[config.mk]
export PLATFORM = sky130hd
export DESIGN_NAME = data_mem_arbiter
export DESIGN_NICKNAME = d
export VERILOG_FILES = /design/src/rtl/data_mem_arbiter.sv
export SDC_FILE = /design/constraint.sdc
export NUM_CORES = 1
export LEC_CHECK = 0
export ABC_CLOCK_PERIOD_IN_PS = 2200
export BUFFER_PORTS_ARGS = -buffer_cell sky130_fd_sc_hd__buf_2
export CAP_MARGIN = 5
export CORE_ASPECT_RATIO = 0.7
export CORE_MARGIN = 1.5
export CORE_UTILIZATION = 35
export CTS_CLUSTER_SIZE = 14
export DETAILED_ROUTE_END_ITERATION = 7
export SLEW_MARGIN = 30
export SYNTH_ARGS = -nofsm -noshare
export SYNTH_HDL_FRONTEND = slang
export SYNTH_SLANG_ARGS = --single-unit
export TNS_END_PERCENT = 20
[constraint.sdc]
create_clock -name clk -period 2.2 [get_ports clk]
set_input_delay 0.22 -clock clk [delete_from_list [all_inputs] [get_ports clk]]
set_output_delay 0.22 -clock clk [all_outputs]
set_load 0.1 [all_outputs]
[src/rtl/data_mem_arbiter.sv]
// Round-robin arbiter/sequencer placing two requesters onto the single-ported data memory.
// One command pulse per grant, waits out the memory stall with a watchdog, then pulses done.
module data_mem_arbiter #(
  parameter int TIMEOUT = 15
) (
  input  logic        clk,
  input  logic        rst_n,
  input  logic        m0_req,
  input  logic        m0_write,
  input  logic [31:0] m0_addr,
  input  logic [31:0] m0_wdata,
  input  logic [3:0]  m0_sign_mask,
  output logic        m0_done,
  output logic [31:0] m0_rdata,
  output logic        m0_err,
  input  logic        m1_req,
  input  logic        m1_write,
  input  logic [31:0] m1_addr,
  input  logic [31:0] m1_wdata,
  input  logic [3:0]  m1_sign_mask,
  output logic        m1_done,
  output logic [31:0] m1_rdata,
  output logic        m1_err,
  output logic [31:0] mem_addr,
  output logic [31:0] mem_write_data,
  output logic [3:0]  mem_sign_mask,
  output logic        mem_memread,
  output logic        mem_memwrite,
  input  logic [31:0] mem_read_data,
  input  logic        mem_stall
);

  typedef enum logic [1:0] {ST_IDLE, ST_ISSUE, ST_WAIT, ST_RESP} state_t;

  // Abort is taken on the TIMEOUT-th stalled WAIT cycle
  localparam logic [3:0] WD_LAST = 4'(TIMEOUT - 1);

  state_t      state_reg, state_next;
  logic        last_grant_reg, grant_reg;
  logic [3:0]  wd_cnt_reg;
  logic [31:0] addr_reg, wdata_reg;
  logic [3:0]  mask_reg;
  logic        write_reg;

  logic [1:0]  req;
  logic [31:0] addr_in  [2];
  logic [31:0] wdata_in [2];
  logic [3:0]  mask_in  [2];
  logic [1:0]  write_in;
  logic [63:0] rdata_vec;
  logic [1:0]  err_vec;
  logic        pick, start, wd_expired, wait_exit;

  assign req         = {m1_req, m0_req};
  assign write_in    = {m1_write, m0_write};
  assign addr_in[0]  = m0_addr;
  assign addr_in[1]  = m1_addr;
  assign wdata_in[0] = m0_wdata;
  assign wdata_in[1] = m1_wdata;
  assign mask_in[0]  = m0_sign_mask;
  assign mask_in[1]  = m1_sign_mask;

  // On a tie the requester that did not win last time goes next
  always_comb begin
    pick = (req[0] & req[1]) ? ~last_grant_reg : req[1];
  end

  assign start      = (state_reg == ST_IDLE) && (|req) && !mem_stall;
  assign wd_expired = (wd_cnt_reg == WD_LAST);
  assign wait_exit  = (state_reg == ST_WAIT) && (!mem_stall || wd_expired);

  always_ff @(posedge clk or negedge rst_n) begin
    if (!rst_n) state_reg <= ST_IDLE;
    else        state_reg <= state_next;
  end

  always_comb begin
    state_next = state_reg;
    case (state_reg)
      ST_IDLE:  if (start) state_next = ST_ISSUE;
      ST_ISSUE: state_next = ST_WAIT;
      ST_WAIT:  if (wait_exit) state_next = ST_RESP;
      ST_RESP:  state_next = ST_IDLE;
      default:  state_next = ST_IDLE;
    endcase
  end

  always_comb begin
    mem_memread  = 1'b0;
    mem_memwrite = 1'b0;
    m0_done      = 1'b0;
    m1_done      = 1'b0;
    case (state_reg)
      ST_ISSUE: begin
        mem_memread  = ~write_reg;
        mem_memwrite = write_reg;
      end
      ST_RESP: begin
        m0_done = ~grant_reg;
        m1_done = grant_reg;
      end
      default: ;
    endcase
  end

  always_ff @(posedge clk or negedge rst_n) begin
    if (!rst_n) begin
      last_grant_reg <= 1'b1;
      grant_reg      <= 1'b0;
      wd_cnt_reg     <= '0;
      addr_reg       <= '0;
      wdata_reg      <= '0;
      mask_reg       <= '0;
      write_reg      <= 1'b0;
    end else begin
      if (start) begin
        addr_reg       <= addr_in[pick];
        wdata_reg      <= wdata_in[pick];
        mask_reg       <= mask_in[pick];
        write_reg      <= write_in[pick];
        last_grant_reg <= pick;
        grant_reg      <= pick;
      end
      if (state_reg == ST_WAIT && !wait_exit) wd_cnt_reg <= wd_cnt_reg + 4'd1;
      else if (state_reg == ST_RESP)           wd_cnt_reg <= '0;
    end
  end

  genvar gi;
  generate
    for (gi = 0; gi < 2; gi++) begin : g_port
      logic [31:0] rdata_r;
      logic        err_r;
      // Leaving WAIT with stall still high means the watchdog fired
      always_ff @(posedge clk or negedge rst_n) begin
        if (!rst_n) begin
          rdata_r <= '0;
          err_r   <= 1'b0;
        end else if (start && pick == 1'(gi)) begin
          err_r <= 1'b0;
        end else if (wait_exit && grant_reg == 1'(gi)) begin
          rdata_r <= (mem_stall || write_reg) ? 32'd0 : mem_read_data;
          err_r   <= mem_stall;
        end
      end
      assign rdata_vec[gi*32 +: 32] = rdata_r;
      assign err_vec[gi]            = err_r;
    end
  endgenerate

  assign m0_rdata       = rdata_vec[31:0];
  assign m1_rdata       = rdata_vec[63:32];
  assign m0_err         = err_vec[0];
  assign m1_err         = err_vec[1];
  assign mem_addr       = addr_reg;
  assign mem_write_data = wdata_reg;
  assign mem_sign_mask  = mask_reg;

endmodule

==> flow_summary.yaml, run 1 <==
synth:
  synth_compound_area_frac: 0.240
  ys_seq_area_frac: 0.603
  synthesis.area_um2: 5940
  synth_seq_cells: 143
  yosysWarnings: 0
  syn_inst: 538
  synth.most_common_cell: "dfrtp_1"
  synth_adder_area_share: 0.0147
  synth-main-ff-cell: "dfrtp_1"
  synthMuxAreaShare: 0.00358
  synth.distinct_cells: 31
  synth.area.top_cells: "dfrtp_1 60%, a222oi_1 12%, o21ai_0 6.1%"
  synthArstFlopShare: 1.00
  synth-edff-count: 0
  synth-simple-area-share: 0.0457
  synth_top_family_by_area: "compound AO/OA/AOI/OAI gates"
  synth_top_area_frac: 0.598
  syn-num-nets: 720
  synth_xor_area_frac: 0.00147
  yosysTopAreaCell: "dfrtp_1"
  syn_area_per_cell_um2: 11.0
  synth_common_cells: "142 x dfrtp_1, 73 x inv_1, 72 x o21ai_0, 69 x a222oi_1, 62 x o21ai_1"
die:
  core_area_um2: 16400
  initial_utilization: 0.361
  rows: 39
  die_h_um: 112
  fp.dieArea_um2: 17800
  fp.dieW_um: 159
  io_pins: 313
flow_run:
  cap_violations: 0
clock_network:
  hold_buffers: 10
  clk_pin_slew_ns: 0.07
  cts_buffers: 17
  clk_path_buf_depth: 2
  cts_tree: "done"
  cts_root_buffer: "clkbuf_16"
  post_cts_buffers: 0
  h-tree-depth: 4
  cts.repair.resized: 0
  clkLatencyLatePin_ns: 0.41
  cts.sinks: 143
grt:
  grt_util_all_layers: 0.207
  grt_pass1_wl_mm: 29.1
  grt.overflow.total: 0
  grt_max_degree: 55
  grt_pass1_vias: 5419
  antenna_found_initial: 1
timing:
  setup_viol: 0
  rsz0062_at_grt: "no"
  fin_worst_skew_ns: 0.0105
  tightest_slew_ns: 0.514
  setup-tns-final_ns: 0
  slew_viol_final: 0
  hold_viol: 0
  maxSlewHeadroom: 0.657
  period_needed_ns: 2.04
  max_freq_ghz: 0.491
  min_period_over_period: 0.925
critical_path:
  cp_max_fo: 32
  crit_chain: "inv_1 > ha_1 > nor2b_2 > and3_4 > or2_4 > o21ai_0"
  r2r_slack_ns: 0.16
  critPathLaunchType: "flop"
  slowest_stage: "or2_4"
  cp_top_family: "simple AND/OR/NAND/NOR gates"
  max_stage_delay_ns: 0.44
  critPathArrivalTime_ns: 2.31
  cp_num_buf_inv: 1
  critPathRequiredTime_ns: 2.48
  worstSetupPathType: "reg -> reg"
  worstSetupEndpointType: "flop"
placed_design:
  io_buffers: 312
  dp_hpwl_mm: 12.8
  gp_congestion: 0.792
run_status:
  status: "complete, no violations"
drt:
  drt-wirelength-per-cell_um: 16.6
  via_per_inst: 5.03
  drc: 0
  dr.pass1.iters: 7
  vias: 5482
  drt_iter0_drc: 538
  routed_wl_mm: 18.1
  final_antenna_net_count: 0
final_layout:
  drive_above_1_share: 0.428
  nets: 1032
  syn2layout_area_growth_pct: 41.9
  fillers: 1610
worst_hold_path:
  hp-class: "in -> reg"
[worst min-delay path, stage by stage]
cell and delay, ns:
buf_2 0.08, a222oi_1 0.05, inv_1 0.05
[through the flow]
step	worst slack (ns)	cells	util	hold WS [ns]	area, um2
global placement	0.223	1046	0.470	0.208	7720
detailed placement	0.169	1046	0.470	0.217	7720
finish	0.165	1089	0.513	0.0162	8430
global route	0.0201	1089	0.513	0.00819	8430
CTS	0.151	1088	0.512	0.000245	8430
floorplan	0.00206	538	-	-0.0756	5940
[placed cells by master, fill, tap and decap left out, types with 2 or more instances in the layout]
cell             n
and3_1           2
o21ai_1         61
dlygate4sd3_1   10
nor2b_1          4
nand3b_1         4
bufinv_16        2
and3_4           2
buf_2          311
inv_6            4
buf_4           11
inv_8            4
a222oi_1        69
ha_1             7
o21ai_0         72
nand3_1          3
dfrtp_1        142
a21o_1           3
nand2_1         33
clkbuf_16       17
clkinvlp_4       3
inv_1           73
and2_1           2
buf_12           5
[layout make-up]
class	instances	area (um2)	share of cell area
multi-input cells	277	1840	0.218
clock buffers	18	429	0.0509
flip-flops and latches	143	3580	0.425
inverters	73	274	0.0325
clock inverters	14	171	0.0203
well taps	225	282	0.0334
repair buffers	338	1850	0.220
diodes	1	2.50	0.000297
[kinds of logic (layout without fill, tap and decap cells)]
family,after synthesis,count (layout)
multiplexers,2,2
flip-flops,143,143
adder cells (fa/ha/maj),7,7
XOR/XNOR,1,1
AO/OA/AOI/OAI,211,211
buffers and inverters,118,443
AND/OR/NAND/NOR,56,56
other,0,1
[worst paths after layout]
| kind | startpoint | endpoint | depth (start not counted) |
|---|---|---|---|
| max | state_reg[0] | m1_rdata[31] | 6 |
| min | m1_wdata[3] | mem_write_data[3] | 3 |
| max reg2reg | state_reg[0] | m1_rdata[31] | 6 |
| min reg2reg | mem_write_data[28] | mem_write_data[28] | 2 |
| max in group asynchronous | rst_n | last_grant_reg | 3 |
| min in group asynchronous | rst_n | mem_write_data[11] | 2 |
[layer usage]
metal | wire [um] | vias up | track usage
met3 | 1200 | 10 | 0.0484
li1 | - | 2591 | -
met4 | 172 | 0 | 0.0527
met2 | 8870 | 250 | 0.339
met5 | 0 | - | 0
met1 | 7810 | 2631 | 0.278
Power of run 1 is not shown: default switching activity piles up to over one toggle a cycle in this logic, so the estimate is an artifact.
==> inputs of run 2 (changes only) <==
--- a/config.mk
+++ b/config.mk
@@ -6,13 +6,14 @@
 export NUM_CORES = 1
 export LEC_CHECK = 0
 export ABC_CLOCK_PERIOD_IN_PS = 2200
-export BUFFER_PORTS_ARGS = -buffer_cell sky130_fd_sc_hd__buf_2
-export CAP_MARGIN = 5
+export BUFFER_PORTS_ARGS = -buffer_cell sky130_fd_sc_hd__clkbuf_2
+export CAP_MARGIN = 30
 export CORE_ASPECT_RATIO = 0.7
 export CORE_MARGIN = 1.5
 export CORE_UTILIZATION = 35
 export CTS_CLUSTER_SIZE = 14
 export DETAILED_ROUTE_END_ITERATION = 7
+export HOLD_SLACK_MARGIN = 0.12
 export SLEW_MARGIN = 30
 export SYNTH_ARGS = -nofsm -noshare
 export SYNTH_HDL_FRONTEND = slang
==> run 2 against run 1 <==
Net effect: the flow now finishes with violations (DRC); largest cell class unchanged; design area grew 19%; non-clock buffer count grew 160; first-iteration DRC count grew 34%; worst setup slack gained 0.068 ns; utilization grew 9.7 points; via count grew 14%; critical path depth grew 1; hold slack gained 0.23 ns; die area is the same; global-route usage grew 3.2 points.
==> flow_summary.yaml, run 2 (synthesis results as in run 1) <==
timing:
  setup-tns-final_ns: 0
  setup_viol: 0
  max_freq_ghz: 0.508
  hold_viol: 0
  tightest_slew_ns: 0.582
  period_needed_ns: 1.97
  slew_viol_final: 0
  timing.hold.ws_ns: 0.247
  rsz0062_at_grt: "no"
  maxSlewHeadroom: 0.612
  fin_worst_skew_ns: 0.0113
  min_period_over_period: 0.894
clock_network:
  clk_pin_slew_ns: 0.06
  cts.sinks: 143
  cts_tree: "done"
  cts_root_buffer: "clkbuf_16"
  cts.repair.resized: 0
  clk_path_buf_depth: 2
  clkLatencyLatePin_ns: 0.41
  h-tree-depth: 4
  cts_buffers: 17
drt:
  drt_iter0_drc: 722
  final_antenna_net_count: 0
  routed_wl_mm: 20.9
  vias: 6268
  drt-wirelength-per-cell_um: 16.8
  drc: 1
  dr.pass1.iters: 8
  via_per_inst: 5.02
critical_path:
  cp_max_fo: 36
  critPathArrivalTime_ns: 2.25
  r2r_slack_ns: 0.23
  critPathLaunchType: "flop"
  critPathRequiredTime_ns: 2.49
  worstSetupEndpointType: "flop"
  worstSetupPathType: "reg -> reg"
final_layout:
  seq_area_um2: 3580
  drive_above_1_share: 0.360
  final_cell_mix: "311 x clkbuf_2, 171 x dlygate4sd3_1, 142 x dfrtp_1"
  antenna_cells: 0
  nets: 1192
  fillers: 1359
  postLayoutCoreUtil: 0.610
  mostFrequentLayoutCell: "clkbuf_2"
  syn2layout_area_growth_pct: 68.8
  multiInputGateArea_um2: 1840
grt:
  grt_pass1_vias: 6548
  grt.overflow.total: 0
  grt_max_degree: 63
  grt_pass1_wl_mm: 33.8
  grt_util_all_layers: 0.239
  antenna_found_initial: 0
placed_design:
  io_buffers: 312
  gp_congestion: 0.786
  dp_hpwl_mm: 12.8
worst_hold_path:
  hp-class: "in -> reg"
run_status:
  status: "finished with violations"
  violations: "DRC"
flow_run:
  cap_violations: 0
die:
  core_area_um2: 16400
  fp.dieArea_um2: 17800
  die_h_um: 112
  io_pins: 313
  fp.dieW_um: 159
  initial_utilization: 0.361
  rows: 39
[run 2: worst paths after layout]
| check | start | end | depth (start not counted) |
|---|---|---|---|
| worst min register to register | mem_addr[31] | mem_addr[31] | 2 |
| worst max-delay path | state_reg[0] | state_reg[1] | 7 |
| max in group asynchronous | rst_n | mem_addr[31] | 3 |
| min in group asynchronous | rst_n | mem_write_data[2] | 2 |
| worst min-delay path | mem_stall | m0_err | 3 |
| worst max register to register | state_reg[0] | state_reg[1] | 7 |
[run 2: per-stage QoR]
step	cell area [um2]	std cells	setup WS, ns
2_1_floorplan	5940	538	0.00206
3_3_place_gp	7730	1045	0.269
3_5_place_dp	7730	1045	0.244
4_1_cts	10000	1248	0.233
5_1_grt	10000	1248	0.101
6_report	10000	1248	0.233
[run 2: final cells by class]
| cell class | count | share of cell area |
|---|---|---|
| flip-flops and latches | 143 | 0.357 |
| repair buffers | 498 | 0.346 |
| multi-input cells | 277 | 0.183 |
| clock buffers | 18 | 0.0428 |
| well taps | 225 | 0.0281 |
| inverters | 73 | 0.0273 |
| clock inverters | 14 | 0.0152 |
[run 2: critical path, cell delays in order, from the launching register on]
cell     delay [ns]
dfrtp_1        0.37
inv_1          0.10
ha_1           0.24
nor2b_2        0.19
o21ai_4        0.06
buf_4          0.37
a21o_1         0.20
mux2_2         0.33
[run 2: per-layer routing]
layer | up-vias | share of wire | global-route usage
li1 | 2908 | - | -
met1 | 2970 | 0.40 | 0.294
met2 | 337 | 0.49 | 0.410
met3 | 53 | 0.071 | 0.0510
met4 | 0 | 0.030 | 0.102
met5 | - | 0 | 0
[run 2: what timing repair did]
action,CTS,global route
endpoints found under the setup margin,0,0
setup buffers,0,0
hold endpoints to repair,188,0
hold buffers,171,0
Power of run 2 is left out for the same reason.
